--- config.mk ---
export PLATFORM = sky130hd
export DESIGN_NAME = xip_flash_responder
export DESIGN_NICKNAME = d
export VERILOG_FILES = /design/src/rtl/xip_flash_responder.sv
export SDC_FILE = /design/constraint.sdc
export NUM_CORES = 1
export LEC_CHECK = 0
export ABC_CLOCK_PERIOD_IN_PS = 4550
export CAP_MARGIN = 20
export CELL_PAD_IN_SITES_DETAIL_PLACEMENT = 0
export CELL_PAD_IN_SITES_GLOBAL_PLACEMENT = 1
export CORE_AREA = 2 2 96 98
export CTS_CLUSTER_SIZE = 40
export DETAILED_ROUTE_END_ITERATION = 16
export DIE_AREA = 0 0 98 100
export PLACE_DENSITY_LB_ADDON = 0.08
export SLEW_MARGIN = 0
export SYNTH_ARGS = -nofsm -noshare
export SYNTH_HDL_FRONTEND = slang
export SYNTH_SLANG_ARGS = --single-unit
--- constraint.sdc ---
create_clock -name clk_i -period 4.55 [get_ports clk_i]
set_clock_uncertainty 0.2 [all_clocks]
set_input_delay 0.6825 -clock clk_i [delete_from_list [all_inputs] [get_ports clk_i]]
set_output_delay 0.6825 -clock clk_i [all_outputs]
set_load 0.03 [all_outputs]
--- src/rtl/xip_flash_responder.sv ---
`timescale 1ns/1ps
// -----------------------------------------------------------------------------
// xip_flash_responder
//
// SPI-flash responder (mode 0, single bit) that serves the SoC XIP flash port
// from a byte-wide memory read port. All SPI pins are oversampled in the clk_i
// domain; nothing is clocked by SCK.
//
// Commands: 0x03 read (24-bit address, unbounded, wrapping at 2^ADDR_BITS),
//           0x05 read status (STATUS_VAL repeated). Anything else is ignored.
//
// Ports:
//   clk_i, rstn_i     system clock, asynchronous active-low reset
//   spi_csn_i         chip select, active low (async)
//   spi_sck_i         SPI clock, mode 0 (async)
//   spi_mosi_i        serial data from initiator (async)
//   flash_nrst_i      flash nRESET, low holds the block idle
//   spi_miso_o        serial data to initiator
//   spi_miso_oe_o     MISO output enable
//   mem_rd_o          one-cycle memory read strobe
//   mem_addr_o        memory byte address
//   mem_data_i        read data, valid one clk after mem_rd_o
//
// ADDR_BITS must lie in 8..24.
// -----------------------------------------------------------------------------
module xip_flash_responder #(
    parameter int         ADDR_BITS  = 16,
    parameter logic [7:0] STATUS_VAL = 8'h00
) (
    input  logic                 clk_i,
    input  logic                 rstn_i,
    input  logic                 spi_csn_i,
    input  logic                 spi_sck_i,
    input  logic                 spi_mosi_i,
    input  logic                 flash_nrst_i,
    output logic                 spi_miso_o,
    output logic                 spi_miso_oe_o,
    output logic                 mem_rd_o,
    output logic [ADDR_BITS-1:0] mem_addr_o,
    input  logic [7:0]           mem_data_i
);

    // The shift register only keeps the bits that can reach the address; older
    // address bits simply fall off the top.
    localparam int                   SHIFT_W  = ADDR_BITS - 1;
    localparam logic [ADDR_BITS-1:0] ADDR_ONE = {{(ADDR_BITS-1){1'b0}}, 1'b1};

    typedef enum logic [2:0] {
        ST_IDLE   = 3'd0,
        ST_CMD    = 3'd1,
        ST_ADDR   = 3'd2,
        ST_DATA   = 3'd3,
        ST_STATUS = 3'd4,
        ST_IGNORE = 3'd5
    } state_t;

    logic [1:0]           csn_sync_r;
    logic [1:0]           sck_sync_r;
    logic [1:0]           mosi_sync_r;
    logic [1:0]           nrst_sync_r;
    logic                 csn_prev_r;
    logic                 sck_prev_r;

    logic                 csn_s;
    logic                 mosi_s;
    logic                 csn_fall_s;
    logic                 sck_rise_s;
    logic                 sck_fall_s;
    logic                 abort_s;
    logic [7:0]           cmd_byte_s;
    logic [ADDR_BITS-1:0] addr_full_s;

    state_t               state_r;
    state_t               state_next_s;

    logic [4:0]           bit_cnt_r;
    logic [2:0]           out_idx_r;
    logic [SHIFT_W-1:0]   shift_in_r;
    logic [7:0]           shift_out_r;
    logic [7:0]           next_byte_r;
    logic                 cap_r;
    logic                 miso_r;
    logic                 oe_r;
    logic                 mem_rd_r;
    logic [ADDR_BITS-1:0] mem_addr_r;

    // Two-flop synchronisers for all asynchronous pins, plus edge history.
    always_ff @(posedge clk_i or negedge rstn_i) begin
        if (!rstn_i) begin
            csn_sync_r  <= 2'b11;
            sck_sync_r  <= 2'b00;
            mosi_sync_r <= 2'b00;
            nrst_sync_r <= 2'b00;
            csn_prev_r  <= 1'b1;
            sck_prev_r  <= 1'b0;
        end else begin
            csn_sync_r  <= {csn_sync_r[0], spi_csn_i};
            sck_sync_r  <= {sck_sync_r[0], spi_sck_i};
            mosi_sync_r <= {mosi_sync_r[0], spi_mosi_i};
            nrst_sync_r <= {nrst_sync_r[0], flash_nrst_i};
            csn_prev_r  <= csn_sync_r[1];
            sck_prev_r  <= sck_sync_r[1];
        end
    end

    assign csn_s       = csn_sync_r[1];
    assign mosi_s      = mosi_sync_r[1];
    assign csn_fall_s  = csn_prev_r & ~csn_s;
    assign sck_rise_s  = sck_sync_r[1] & ~sck_prev_r;
    assign sck_fall_s  = ~sck_sync_r[1] & sck_prev_r;
    assign abort_s     = csn_s | ~nrst_sync_r[1];
    // Byte/address as it will stand once the current rising edge is shifted in.
    assign cmd_byte_s  = {shift_in_r[6:0], mosi_s};
    assign addr_full_s = {shift_in_r, mosi_s};

    // State register.
    always_ff @(posedge clk_i or negedge rstn_i) begin
        if (!rstn_i) begin
            state_r <= ST_IDLE;
        end else begin
            state_r <= state_next_s;
        end
    end

    // Next-state decode; deselect or flash reset wins from every state.
    always_comb begin
        state_next_s = state_r;
        if (abort_s) begin
            state_next_s = ST_IDLE;
        end else begin
            case (state_r)
                ST_IDLE: begin
                    if (csn_fall_s) begin
                        state_next_s = ST_CMD;
                    end else begin
                        state_next_s = ST_IDLE;
                    end
                end
                ST_CMD: begin
                    if (sck_rise_s && (bit_cnt_r == 5'd7)) begin
                        case (cmd_byte_s)
                            8'h03:   state_next_s = ST_ADDR;
                            8'h05:   state_next_s = ST_STATUS;
                            default: state_next_s = ST_IGNORE;
                        endcase
                    end else begin
                        state_next_s = ST_CMD;
                    end
                end
                ST_ADDR: begin
                    if (sck_rise_s && (bit_cnt_r == 5'd23)) begin
                        state_next_s = ST_DATA;
                    end else begin
                        state_next_s = ST_ADDR;
                    end
                end
                ST_DATA:   state_next_s = ST_DATA;
                ST_STATUS: state_next_s = ST_STATUS;
                ST_IGNORE: state_next_s = ST_IGNORE;
                default:   state_next_s = ST_IDLE;
            endcase
        end
    end

    // Shift, memory-read and MISO datapath.
    always_ff @(posedge clk_i or negedge rstn_i) begin
        if (!rstn_i) begin
            bit_cnt_r   <= 5'd0;
            out_idx_r   <= 3'd7;
            shift_in_r  <= '0;
            shift_out_r <= 8'h00;
            next_byte_r <= 8'h00;
            cap_r       <= 1'b0;
            miso_r      <= 1'b0;
            oe_r        <= 1'b0;
            mem_rd_r    <= 1'b0;
            mem_addr_r  <= '0;
        end else begin
            mem_rd_r <= 1'b0;
            // Memory data arrives one cycle after the strobe is seen outside.
            cap_r    <= mem_rd_r;
            oe_r     <= (state_next_s == ST_DATA) || (state_next_s == ST_STATUS);
            if (cap_r) begin
                next_byte_r <= mem_data_i;
            end else begin
                next_byte_r <= next_byte_r;
            end

            if (abort_s) begin
                bit_cnt_r <= 5'd0;
                out_idx_r <= 3'd7;
                miso_r    <= 1'b0;
            end else begin
                case (state_r)
                    ST_IDLE: begin
                        bit_cnt_r <= 5'd0;
                        out_idx_r <= 3'd7;
                        miso_r    <= 1'b0;
                    end
                    ST_CMD: begin
                        if (sck_rise_s) begin
                            shift_in_r <= addr_full_s[SHIFT_W-1:0];
                            if (bit_cnt_r == 5'd7) begin
                                bit_cnt_r <= 5'd0;
                                if (cmd_byte_s == 8'h05) begin
                                    next_byte_r <= STATUS_VAL;
                                end
                            end else begin
                                bit_cnt_r <= bit_cnt_r + 5'd1;
                            end
                        end
                    end
                    ST_ADDR: begin
                        if (sck_rise_s) begin
                            shift_in_r <= addr_full_s[SHIFT_W-1:0];
                            if (bit_cnt_r == 5'd23) begin
                                bit_cnt_r  <= 5'd0;
                                out_idx_r  <= 3'd7;
                                mem_addr_r <= addr_full_s;
                                mem_rd_r   <= 1'b1;
                            end else begin
                                bit_cnt_r <= bit_cnt_r + 5'd1;
                            end
                        end
                    end
                    ST_DATA, ST_STATUS: begin
                        if (sck_fall_s) begin
                            // Byte start: take the staged byte and, for reads,
                            // prefetch the following one while this one shifts.
                            if (out_idx_r == 3'd7) begin
                                miso_r      <= next_byte_r[7];
                                shift_out_r <= {next_byte_r[6:0], 1'b0};
                                if (state_r == ST_DATA) begin
                                    mem_addr_r <= mem_addr_r + ADDR_ONE;
                                    mem_rd_r   <= 1'b1;
                                end
                            end else begin
                                miso_r      <= shift_out_r[7];
                                shift_out_r <= {shift_out_r[6:0], 1'b0};
                            end
                            out_idx_r <= out_idx_r - 3'd1;
                        end
                    end
                    ST_IGNORE: begin
                        miso_r <= 1'b0;
                    end
                    default: begin
                        miso_r <= 1'b0;
                    end
                endcase
            end
        end
    end

    assign spi_miso_o    = miso_r;
    assign spi_miso_oe_o = oe_r;
    assign mem_rd_o      = mem_rd_r;
    assign mem_addr_o    = mem_addr_r;

endmodule

Yosys cells after proc, flatten, opt, wreduce, memory -nomap -nowiden
Cells that the tools add are included.
- word-level logic and storage cells: 107
- bits of input ports: 14
- register bits: 72
- bitwise operators: 9
- eq/ne operators: 22
- add/sub/neg operators: 3
- reduce and logical (&&, ||, !) cells: 15
- mux-type cells: 41
- operator list (operator ; number):
    2-to-1 mux 16 bit ; 5
    2-to-1 mux 8 bit ; 7
    one-hot mux 16 bit (2 select lines) ; 1
    2-to-1 mux 5 bit ; 5
    2-to-1 mux 3 bit ; 6
    one-hot mux 3 bit (6 select lines) ; 1
    adder 16 x 1 -> 16 bit, second input constant ; 1
    one-hot mux 5 bit (3 select lines) ; 1
    equality test 3 bit, second input constant ; 4
    inequality test 3 bit, second input constant ; 4
    2-to-1 mux 1 bit ; 11
    inequality test 2 bit, second input constant ; 5
    equality test 3 x 2 -> 1 bit, second input constant ; 3
    one-hot mux 3 bit (3 select lines) ; 1
    AND reduction 3 bit ; 3
    equality test 8 x 2 -> 1 bit, second input constant ; 1
    equality test 8 x 3 -> 1 bit, second input constant ; 1
    nonzero test 4 bit ; 2
    AND reduction 7 bit ; 1
    one-hot mux 3 bit (2 select lines) ; 1
    adder 5 x 1 -> 5 bit, second input constant ; 1
    equality test 5 x 3 -> 1 bit, second input constant ; 1
    equality test 5 bit, second input constant ; 1
    inverter 1 bit ; 5
    13 further kinds ; 18

Depth between registers and ports, before layout
Gate-level depths: netlist of run 1.
- depth in word-level cells: 8
- gate-level depth with buffers: 8

Least setup slack after synthesis of run 1
Ideal clock, no wire load.
- path type: flip-flop to flip-flop
- start point: register shift_in_r[2]
- end point: register oe_r, in the netlist spi_miso_oe_o
- setup slack: 2.485 ns
- data required time: 4.225 ns
- data arrival time: 1.740 ns
- path buffers: 0
- clock period less this slack: 2.065 ns
- cell stages (with the launch flop): 6
- cells stage by stage: dfrtp_1 > or4_4 > nor4_4 > a21oi_1 > a21oi_2 > mux2_4
- cells in the longest elaborated chain, start to end: 7
- RTL lines (element ; RTL line ; RTL):
    start: declaration ; 78 ; logic [SHIFT_W-1:0] shift_in_r;
    start signal: assignment ; 202 ; shift_in_r <= addr_full_s[SHIFT_W-1:0];
    start signal: assignment ; 215 ; shift_in_r <= addr_full_s[SHIFT_W-1:0];
    equality test 8 x 3 -> 1 bit / equality test 8 x 2 -> 1 bit (equally long branches) ; 141 ; case (cmd_byte_s)
    one-hot mux 3 bit (2 select lines) (*) ; 141 ;
    2-to-1 mux 3 bit (*) ; 140 ; if (sck_rise_s && (bit_cnt_r == 5'd7)) begin
    one-hot mux 3 bit (6 select lines) (*) ; 131 ; case (state_r)
    2-to-1 mux 3 bit (*) ; 128 ; if (abort_s) begin
    equality test 3 x 2 -> 1 bit / equality test 3 bit (equally long branches) ; 182 ; oe_r <= (state_next_s == ST_DATA) || (state_next_s == ST_STATUS);
    logical OR 1 bit (*) ; 182 ;
    end signal: assignment ; 182 ;
    end: declaration ; 83 ; logic oe_r;
Every way passes the cells marked *; elsewhere a longest branch is shown, timed or not.
A chain may end at the register's enable or synchronous reset.

Worst setup path in the final report of run 1
- start point: register out_idx_r[0]
- end point: register mem_addr_r[0], in the netlist mem_addr_o[0]
- cells in the longest elaborated chain, start to end: 3
- RTL lines (element ; RTL line ; RTL):
    start: declaration ; 77 ; logic [2:0] out_idx_r;
    start signal: assignment ; 241 ; out_idx_r <= out_idx_r - 3'd1;
    equality test 3 bit ; 230 ; if (out_idx_r == 3'd7) begin
    inequality test 2 bit (no source line) ; n/a ;
    AND reduction 7 bit (no source line) ; n/a ;
    end signal: assignment ; 219 ; mem_addr_r <= addr_full_s;
    end signal: assignment ; 234 ; mem_addr_r <= mem_addr_r + ADDR_ONE;
    end: declaration ; 85 ; logic [ADDR_BITS-1:0] mem_addr_r;
Every way passes these cells.

==> results.ini, run 1 <==
[synth]
yosysWarnings=0
async_flop_share_pct=100
ys_ff_latch=71
synth_cell_types=56
ys_dominant_reg_cell=dfrtp_1
synthCells=319
synth_edf_count=0
avgSynthCellArea_sq_um=10.6
ys_seq_area_share_pct=52.6
syn_area_sq_mm=0.00339
synth_fp_nets=337

[sta]
worst-slew-pin-transition_ns=0.906
final-hold-violation-count=0
slew_violations=0
rsz0062_at_grt=false
fin_crit_ns=2.65
slew_headroom_pct=39.6
timing.final.crit_share_pct=58.2
fmax_ghz=0.377
fin_setup_tns_ns=0
whs_ns=0.150
finalSetupViolations=0

[clock_tree]
ctsHoldBuffers=0
cts_buffers=9
cts.sinks=71
cts.htree.levels=3
clkTransAtPathRegs_ns=0.08
clock_latency_ns=0.34
cts_setup_buffers=0
ctsLongestPathBuffers=2
cts_resized=0
ctsRootBufferMaster=clkbuf_8
cts_tree=built

[drt]
drt-total-wl_um=7220
postRouteAntennaNets=0
via_count=2459
avgRoutedWirePerCell_um=15.5
first_iter_violations=102
drcViolationCount=0
via_per_inst=5.29
firstDrtPassIters=4

[floorplan]
fp-row-count=35
dieArea_sq_mm=0.00980
die_h_um=100
ios=33
start_util_pct=38.2
core_sq_mm=0.00889
die_w_um=98

[run_status]
status=completed

[critical_path]
start_kind=flop
cp_data_arrival_time_ns=2.71
critical_path_class=reg -> reg
worstPathMaxFanout=22
worstPathRequired_ns=4.61
endpoint_kind=flop
reg2reg_slack_ns=1.90

[finish]
diodes=0
fin_nets=368
syn2layout_area_growth_pct=18.1
drive_gt1_share_pct=15.5

[placement]
hpwl_um=4740
io_buffers=32
gp_congestion=0.808

[global_routing]
met1_usage_pct=22.1
track_usage_pct=15.6
top_usage_layer=met2
grt_antenna_before_repair=0
grt_first_pass_wirelength_um=12200
grt_overflow=0
grt_max_degree=72
grt_util_met3_pct=3.83
grt_pass1_vias=2364
use_met2_pct=23.6

[pwr]
leakage_nw=1.73
power_mw=1.29
power.density_mw_per_mm2=321
vdd_drop_max_mv=0.171

[run]
maxCapViolCount=0

[hold_path]
min_path_type=reg -> reg

kinds of logic (layout without fill, tap and decap cells):
| family | after synthesis | count (layout) | synth area share, % |
|---|---|---|---|
| AND/OR/NAND/NOR | 104 | 104 | 16.1 |
| flip-flops | 71 | 71 | 52.6 |
| multiplexers | 33 | 33 | 10.5 |
| XOR/XNOR | 1 | 1 | 0.258 |
| adder cells (fa/ha/maj) | 5 | 5 | 1.81 |
| AO/OA/AOI/OAI | 82 | 82 | 15.0 |
| buffers and inverters | 23 | 58 | 3.80 |
state kept, by name, indices dropped and copies added, names as in the netlist:
| signal | flops |
|---|---|
| bit_cnt_r | 5 |
| cap_r | 1 |
| csn_prev_r | 1 |
| csn_sync_r | 2 |
| mem_addr_o | 16 |
| mem_rd_o | 1 |
| mosi_sync_r | 2 |
| next_byte_r | 8 |
| nrst_sync_r | 2 |
| out_idx_r | 3 |
| sck_prev_r | 1 |
| sck_sync_r | 2 |
| shift_in_r | 15 |
| shift_out_r | 7 |
| spi_miso_o | 1 |
| spi_miso_oe_o | 1 |
| state_r | 3 |
layer usage:
metal,vias up,part of all wire (%)
li1,1207,-
met5,-,0
met2,44,44
met3,12,3.3
met4,0,1.6
met1,1196,51
worst max-delay path, stage by stage (launching register included):
cell and delay, ns:
dfstp_2 0.53, ha_1 0.16, nand2_1 0.26, nor3_1 0.26, o211ai_1 0.11, buf_4 0.21, inv_1 0.51, o21ai_0 0.18
mux2i_1 0.15
Yosys cell counts, types with 2 or more instances:
master / number / area [sq um]
nand2_1: 27 / 101
mux2i_1: 16 / 160
nor2_1: 25 / 93.8
dfstp_2: 6 / 158
a2bb2oi_1: 6 / 52.6
o21a_1: 4 / 30.0
nand3_1: 12 / 60.1
ha_1: 4 / 50.1
o22ai_1: 7 / 43.8
o31a_1: 2 / 17.5
nor2b_1: 5 / 31.3
nand3b_1: 2 / 15.0
o21ai_0: 21 / 105
a21oi_1: 28 / 140
clkbuf_1: 4 / 15.0
buf_2: 6 / 30.0
mux2_2: 16 / 180
nor3_1: 7 / 35.0
or2b_2: 3 / 26.3
buf_6: 2 / 22.5
dfrtp_1: 65 / 1630
nand4_1: 3 / 18.8
inv_1: 8 / 30.0
nand2b_1: 7 / 43.8
clkbuf_8: 2 / 27.5
where the power goes:
part / switching, mW / internal (mW)
Sequential: 0.00562 / 0.638
Combinational: 0.0219 / 0.0172
Clock: 0.242 / 0.364
through the flow:
stage	setup slack (ns)	std cells	utilization, %	area (sq um)
floorplan	2.48	319	-	3390
global placement	1.95	449	42.4	3770
detailed placement	1.89	449	42.4	3770
CTS	1.87	464	45.0	4000
global route	1.62	465	45.1	4010
finish	1.90	465	45.1	4010
worst paths after layout:
| check | start | to | cells after the start |
|---|---|---|---|
| min in group asynchronous | rstn_i | bit_cnt_r[4]$_DFFE_PN0P_ | 1 |
| worst max-delay path | out_idx_r[0]$_DFFE_PN1P_ | mem_addr_o[0]$_DFFE_PN0P_ | 8 |
| worst min-delay path | csn_sync_r[0]$_DFF_PN1_ | csn_sync_r[1]$_DFF_PN1_ | 0 |
| worst min register to register | csn_sync_r[0]$_DFF_PN1_ | csn_sync_r[1]$_DFF_PN1_ | 0 |
| worst max register to register | out_idx_r[0]$_DFFE_PN1P_ | mem_addr_o[0]$_DFFE_PN0P_ | 8 |
| max in group asynchronous | rstn_i | mem_addr_o[9]$_DFFE_PN0P_ | 1 |
cells in the final DEF (no fill, tap or decap), types with 5 or more instances in the layout:
| cell type | instances |
|---|---|
| mux2i_1 | 16 |
| inv_1 | 8 |
| nand2b_1 | 7 |
| a21oi_1 | 28 |
| nor2_1 | 25 |
| a2bb2oi_1 | 6 |
| clkbuf_8 | 9 |
| clkdlybuf4s50_1 | 31 |
| o21ai_0 | 21 |
| nand2_1 | 27 |
| nor3_1 | 7 |
| o22ai_1 | 7 |
| nor2b_1 | 5 |
| dfstp_2 | 6 |
| mux2_2 | 16 |
| dfrtp_1 | 65 |
| nand3_1 | 12 |
cell type report:
type	instances	area (sq um)
multi-input combinational	225	1480
tap	111	139
clock inverter	5	106
timing repair buffer	35	340
inverter	8	30.0
fill	854	4880
clock buffer	10	128
sequential	71	1780
Note: power is estimated with default switching activity, not from simulation.
==> inputs of run 2 (changes only) <==
Settings changed: ABC_CLOCK_PERIOD_IN_PS 4550 to 2600.
Clock period 4.55 ns to 2.6 ns, I/O delays scaled along.
==> run 2 against run 1 <==
Sequential share of layout area shrank 0.30 points. Largest power group unchanged. Sequential power up 76%. Critical path depth decreased by 3. Power rose by 63%. First-iteration DRC count fell by 19%. Highest routed layer unchanged. Flip-flop and latch count stayed put.
==> results.ini, run 2 (synthesis results as in run 1) <==
[run_status]
status=completed

[floorplan]
dieArea_sq_mm=0.00980
core_sq_mm=0.00889
start_util_pct=38.2
ios=33
die_h_um=100
fp-row-count=35
die_w_um=98

[run]
maxCapViolCount=0

[drt]
first_iter_violations=83
drcViolationCount=0
avgRoutedWirePerCell_um=15.7
via_count=2475
via_per_inst=5.27
drt-total-wl_um=7390
firstDrtPassIters=4
postRouteAntennaNets=0

[global_routing]
grt_util_met3_pct=3.62
top_usage_layer=met2
met1_usage_pct=22.9
track_usage_pct=16.3
grt_first_pass_wirelength_um=12500
grt_max_degree=41
grt_overflow=0
grt_pass1_vias=2442
use_met2_pct=24.6
grt_antenna_before_repair=0

[pwr]
leakage_nw=1.74
vdd_drop_max_mv=0.220
power_mw=2.10
power.density_mw_per_mm2=519

[finish]
utilization_pct=45.4
fin_cells=470
stdcell_area_sq_mm=0.00404
fin_nets=373
drive_gt1_share_pct=16.7
multi_input_area_sq_mm=0.00148
mostFrequentLayoutCells=dfrtp_1, clkdlybuf4s50_1, a21oi_1
diodes=0
layout_commonest_cell=dfrtp_1
syn2layout_area_growth_pct=18.9
register_area_sq_mm=0.00178
largest_reg_flops=16
fill_cells=850

[critical_path]
r2r_cells=5
worstReg2RegStart=shift_in_r[2]$_DFFE_PN0P_
cp.depth=5
slowest_stage=or4_4
startpoint=shift_in_r[2]$_DFFE_PN0P_
max_stage_delay_ns=0.58
crit_chain=or4_4, nor4_4, a21oi_1, a21oi_2, mux2_4
worstPathRequired_ns=2.63
start_kind=flop
r2r-end=spi_miso_oe_o$_DFF_PN0_
worstPathMaxFanout=4
cp_num_buf_inv=0
critical_path_class=reg -> reg
cp_data_arrival_time_ns=2.25
endpoint_kind=flop
reg2reg_slack_ns=0.38
path_delay_family=simple AND/OR/NAND/NOR gates
endpoint=spi_miso_oe_o$_DFF_PN0_

[sta]
whs_ns=0.151
final-hold-violation-count=0
fin_setup_tns_ns=0
setup_ws_ns=0.380
slew_headroom_pct=67.6
worst-slew-pin-transition_ns=0.483
fmax_ghz=0.450
timing.final.crit_share_pct=85.4
rsz0062_at_grt=false
slew_violations=0
finalSetupViolations=0
fin_crit_ns=2.22

[clock_tree]
cts.htree.levels=3
clock_latency_ns=0.34
cts.sinks=71
clkTransAtPathRegs_ns=0.08
ctsLongestPathBuffers=2
ctsRootBufferMaster=clkbuf_8
cts_tree=built
cts_buffers=9
cts_resized=0

[placement]
io_buffers=32
gp_congestion=0.824
dp.cells=454
pre_cts_slack_ns=0.412
dpl_cell_area_sq_mm=0.00383
hpwl_um=4890

[hold_path]
min_path_type=reg -> reg

-- run 2: report_power, final --
part	internal (mW)	leakage [nW]	switching (mW)	total, mW
combinational	0.0344	0.693	0.0406	0.0749
clock	0.464	0.0944	0.432	0.896
sequential	1.12	0.955	0.00945	1.13
total	1.61	1.74	0.482	2.10
-- run 2: timing repair --
| action | CTS | global route |
|---|---|---|
| buffers inserted | 0 | 0 |
| endpoints found under the hold margin | 28 | 0 |
| hold buffers | 1 | 0 |
-- run 2: how the worst min path moves through the flow --
stage | start | to | depth (start not counted)
floorplan | rstn_i | bit_cnt_r[0]$_DFFE_PN0P_ | 0
global placement | mosi_sync_r[0]$_DFF_PN0_ | mosi_sync_r[1]$_DFF_PN0_ | 0
detailed placement | nrst_sync_r[0]$_DFF_PN0_ | nrst_sync_r[1]$_DFF_PN0_ | 0
CTS | sck_sync_r[0]$_DFF_PN0_ | sck_sync_r[1]$_DFF_PN0_ | 0
global route | mosi_sync_r[0]$_DFF_PN0_ | mosi_sync_r[1]$_DFF_PN0_ | 0
finish | sck_sync_r[0]$_DFF_PN0_ | sck_sync_r[1]$_DFF_PN0_ | 0
-- run 2: cell type report --
type                    count  share of cell area, %
repair buffers             40                   10.0
multi-input cells         225                   36.7
clock inverters             5                   1.46
well taps                 111                   3.44
clock buffers              10                   3.41
inverters                   8                  0.744
flip-flops and latches     71                   44.2
-- run 2: metal layers --
metal	share of wire, %	up-vias
li1	-	1220
met1	49	1191
met2	45	53
met3	4.0	11
met4	1.6	0
met5	0	-
==> inputs of run 3 (changes only) <==
Settings changed: GPL_TIMING_DRIVEN from default to 0.
==> run 3 against run 2 <==
Clock power rose by 9.9%. Sequential share of layout area down 0.77 points. Non-clock buffer count increased by 9. Die area is the same. Combinational power grew 3%. Fmax fell by 5.3%. Worst hold slack improved by 0.0032 ns. Largest power group unchanged.
==> results.ini, run 3 (synthesis results as in run 1) <==
[drt]
postRouteAntennaNets=0
via_per_inst=5.29
avgRoutedWirePerCell_um=16.2
firstDrtPassIters=4
via_count=2540
drcViolationCount=0
first_iter_violations=81
drt-total-wl_um=7770

[pwr]
p_int_mw=1.72
leakage_nw=1.79
pwr-share-comb_pct=3.5
clockPowerShare_pct=45.0
seq_power_share_pct=51.4
p_sw_mw=0.468
power.density_mw_per_mm2=532
vdd_drop_max_mv=0.315
power_mw=2.19
p_sw_share_pct=21.4

[hold_path]
min_path_type=reg -> reg
hold_depth=0

[sta]
fin_setup_tns_ns=0
fmax_ghz=0.427
finalSetupViolations=0
slew_headroom_pct=59.3
fin_crit_ns=2.34
final-hold-violation-count=0
timing.final.crit_share_pct=90.1
rsz0062_at_grt=false
worst-slew-pin-transition_ns=0.610
slew_violations=0

[finish]
diodes=0
layout_commonest_cell=dfrtp_1
syn2layout_area_growth_pct=21.0
fill_cells=866
drive_gt1_share_pct=17.9
mostFrequentLayoutCells=dfrtp_1, clkdlybuf4s50_1, a21oi_1
fin_cells=480
fin_nets=382
largest_reg_flops=16

[critical_path]
worstPathRequired_ns=2.62
slowest_stage=dfrtp_1
critical_path_class=reg -> reg
endpoint_kind=flop
max_stage_delay_ns=0.41
path_common_cell=a21oi_1
crit_chain=ha_1, nand3b_1, nor3_1, o211ai_1, inv_1, buf_2, a21oi_1, a21oi_1
r2r_cells=8
cp_data_arrival_time_ns=2.37
start_kind=flop
worstPathMaxFanout=10

[clock_tree]
ctsRootBufferMaster=clkbuf_8
cts_buffers=9
clkTransAtPathRegs_ns=0.08
clock_latency_ns=0.35
cts.htree.levels=3
cts_tree=built
cts.sinks=71
ctsLongestPathBuffers=2

[global_routing]
grt_max_degree=40
grt_overflow=0
track_usage_pct=17.2
grt_antenna_before_repair=0
grt_pass1_vias=2561
grt_first_pass_wirelength_um=13200

[floorplan]
core_sq_mm=0.00889
die_w_um=98
fp-row-count=35
ios=33
start_util_pct=38.2
dieArea_sq_mm=0.00980
die_h_um=100

[run_status]
status=completed

[placement]
dp.cells=463
io_buffers=32
gp_congestion=0.797
hpwl_um=5410

[run]
maxCapViolCount=0

## run 3: cell count changes in the layout (fill, tap and decap cells not counted), moves of 2 or more
cell / previous run / this run
buf_2: 0 / 6
buf_4: 6 / 1
buf_6: 0 / 2
clkbuf_1: 0 / 4
clkbuf_8: 10 / 12
## run 3: final cells by class
cell class / count / area [sq um] / share of cell area (%)
sequential: 71 / 1780 / 43.4
multi-input combinational: 225 / 1480 / 36.1
timing repair buffer: 34 / 348 / 8.47
clock buffer: 11 / 141 / 3.44
tap: 111 / 139 / 3.38
buffer: 15 / 100 / 2.44
clock inverter: 5 / 81.3 / 1.98
inverter: 8 / 30.0 / 0.731
## run 3: critical path: cells and delay by family (launching register included)
kind,cells,cell delay [ns]
flip-flops,1,0.41
AND/OR/NAND/NOR,2,0.40
AO/OA/AOI/OAI,3,0.57
adder cells (fa/ha/maj),1,0.25
buffers and inverters,2,0.38
## run 3: stage by stage
| stage | setup WS (ns) | util, % | instance area [sq um] | hold WS, ns |
|---|---|---|---|---|
| floorplan | 0.535 | - | 3390 | -0.106 |
| global placement | -1.62 | 43.3 | 3850 | 0.136 |
| detailed placement | 0.154 | 43.5 | 3870 | 0.135 |
| CTS | 0.146 | 46.2 | 4100 | 0.160 |
| global route | 0.0349 | 46.2 | 4110 | 0.167 |
| finish | 0.256 | 46.2 | 4110 | 0.155 |
## run 3: worst paths after layout
check	endpoint	slack [ns]	startpoint
max	mem_addr_o[14]$_DFFE_PN0P_	0.26	bit_cnt_r[0]$_DFFE_PN0P_
min	sck_sync_r[1]$_DFF_PN0_	0.15	sck_sync_r[0]$_DFF_PN0_
max reg2reg	mem_addr_o[14]$_DFFE_PN0P_	0.26	bit_cnt_r[0]$_DFFE_PN0P_
min reg2reg	sck_sync_r[1]$_DFF_PN0_	0.15	sck_sync_r[0]$_DFF_PN0_
max in group asynchronous	out_idx_r[2]$_DFFE_PN1P_	1.25	rstn_i
min in group asynchronous	mem_addr_o[4]$_DFFE_PN0P_	0.33	rstn_i
## run 3: what timing repair did
item / 4_1_cts / 5_1_grt
endpoints found under the hold margin: 32 / 0
setup endpoints to repair: 0 / 9
hold buffers: 1 / 0
gates resized for setup: 0 / 3
setup buffers: 0 / 0
## run 3: routing by layer
metal / GRT usage [%] / up-vias / routed length, um / share of wire [%]
met2: 26.2 / 64 / 3520 / 45
li1: - / 1236 / - / -
met1: 23.6 / 1229 / 3780 / 49
met4: 4.91 / 0 / 99 / 1.3
met3: 5.71 / 11 / 365 / 4.7
met5: 0 / - / 0 / 0
## run 3: power by group through the flow
stage / Sequential [mW] / Clock [mW] / Combinational (mW)
floorplan: 1.14 / 0 / 0.0268
global placement: 1.15 / 0 / 0.0745
detailed placement: 1.15 / 0 / 0.0779
CTS: 1.12 / 1.02 / 0.0796
global route: 1.13 / 1.06 / 0.0864
finish: 1.12 / 0.985 / 0.0769
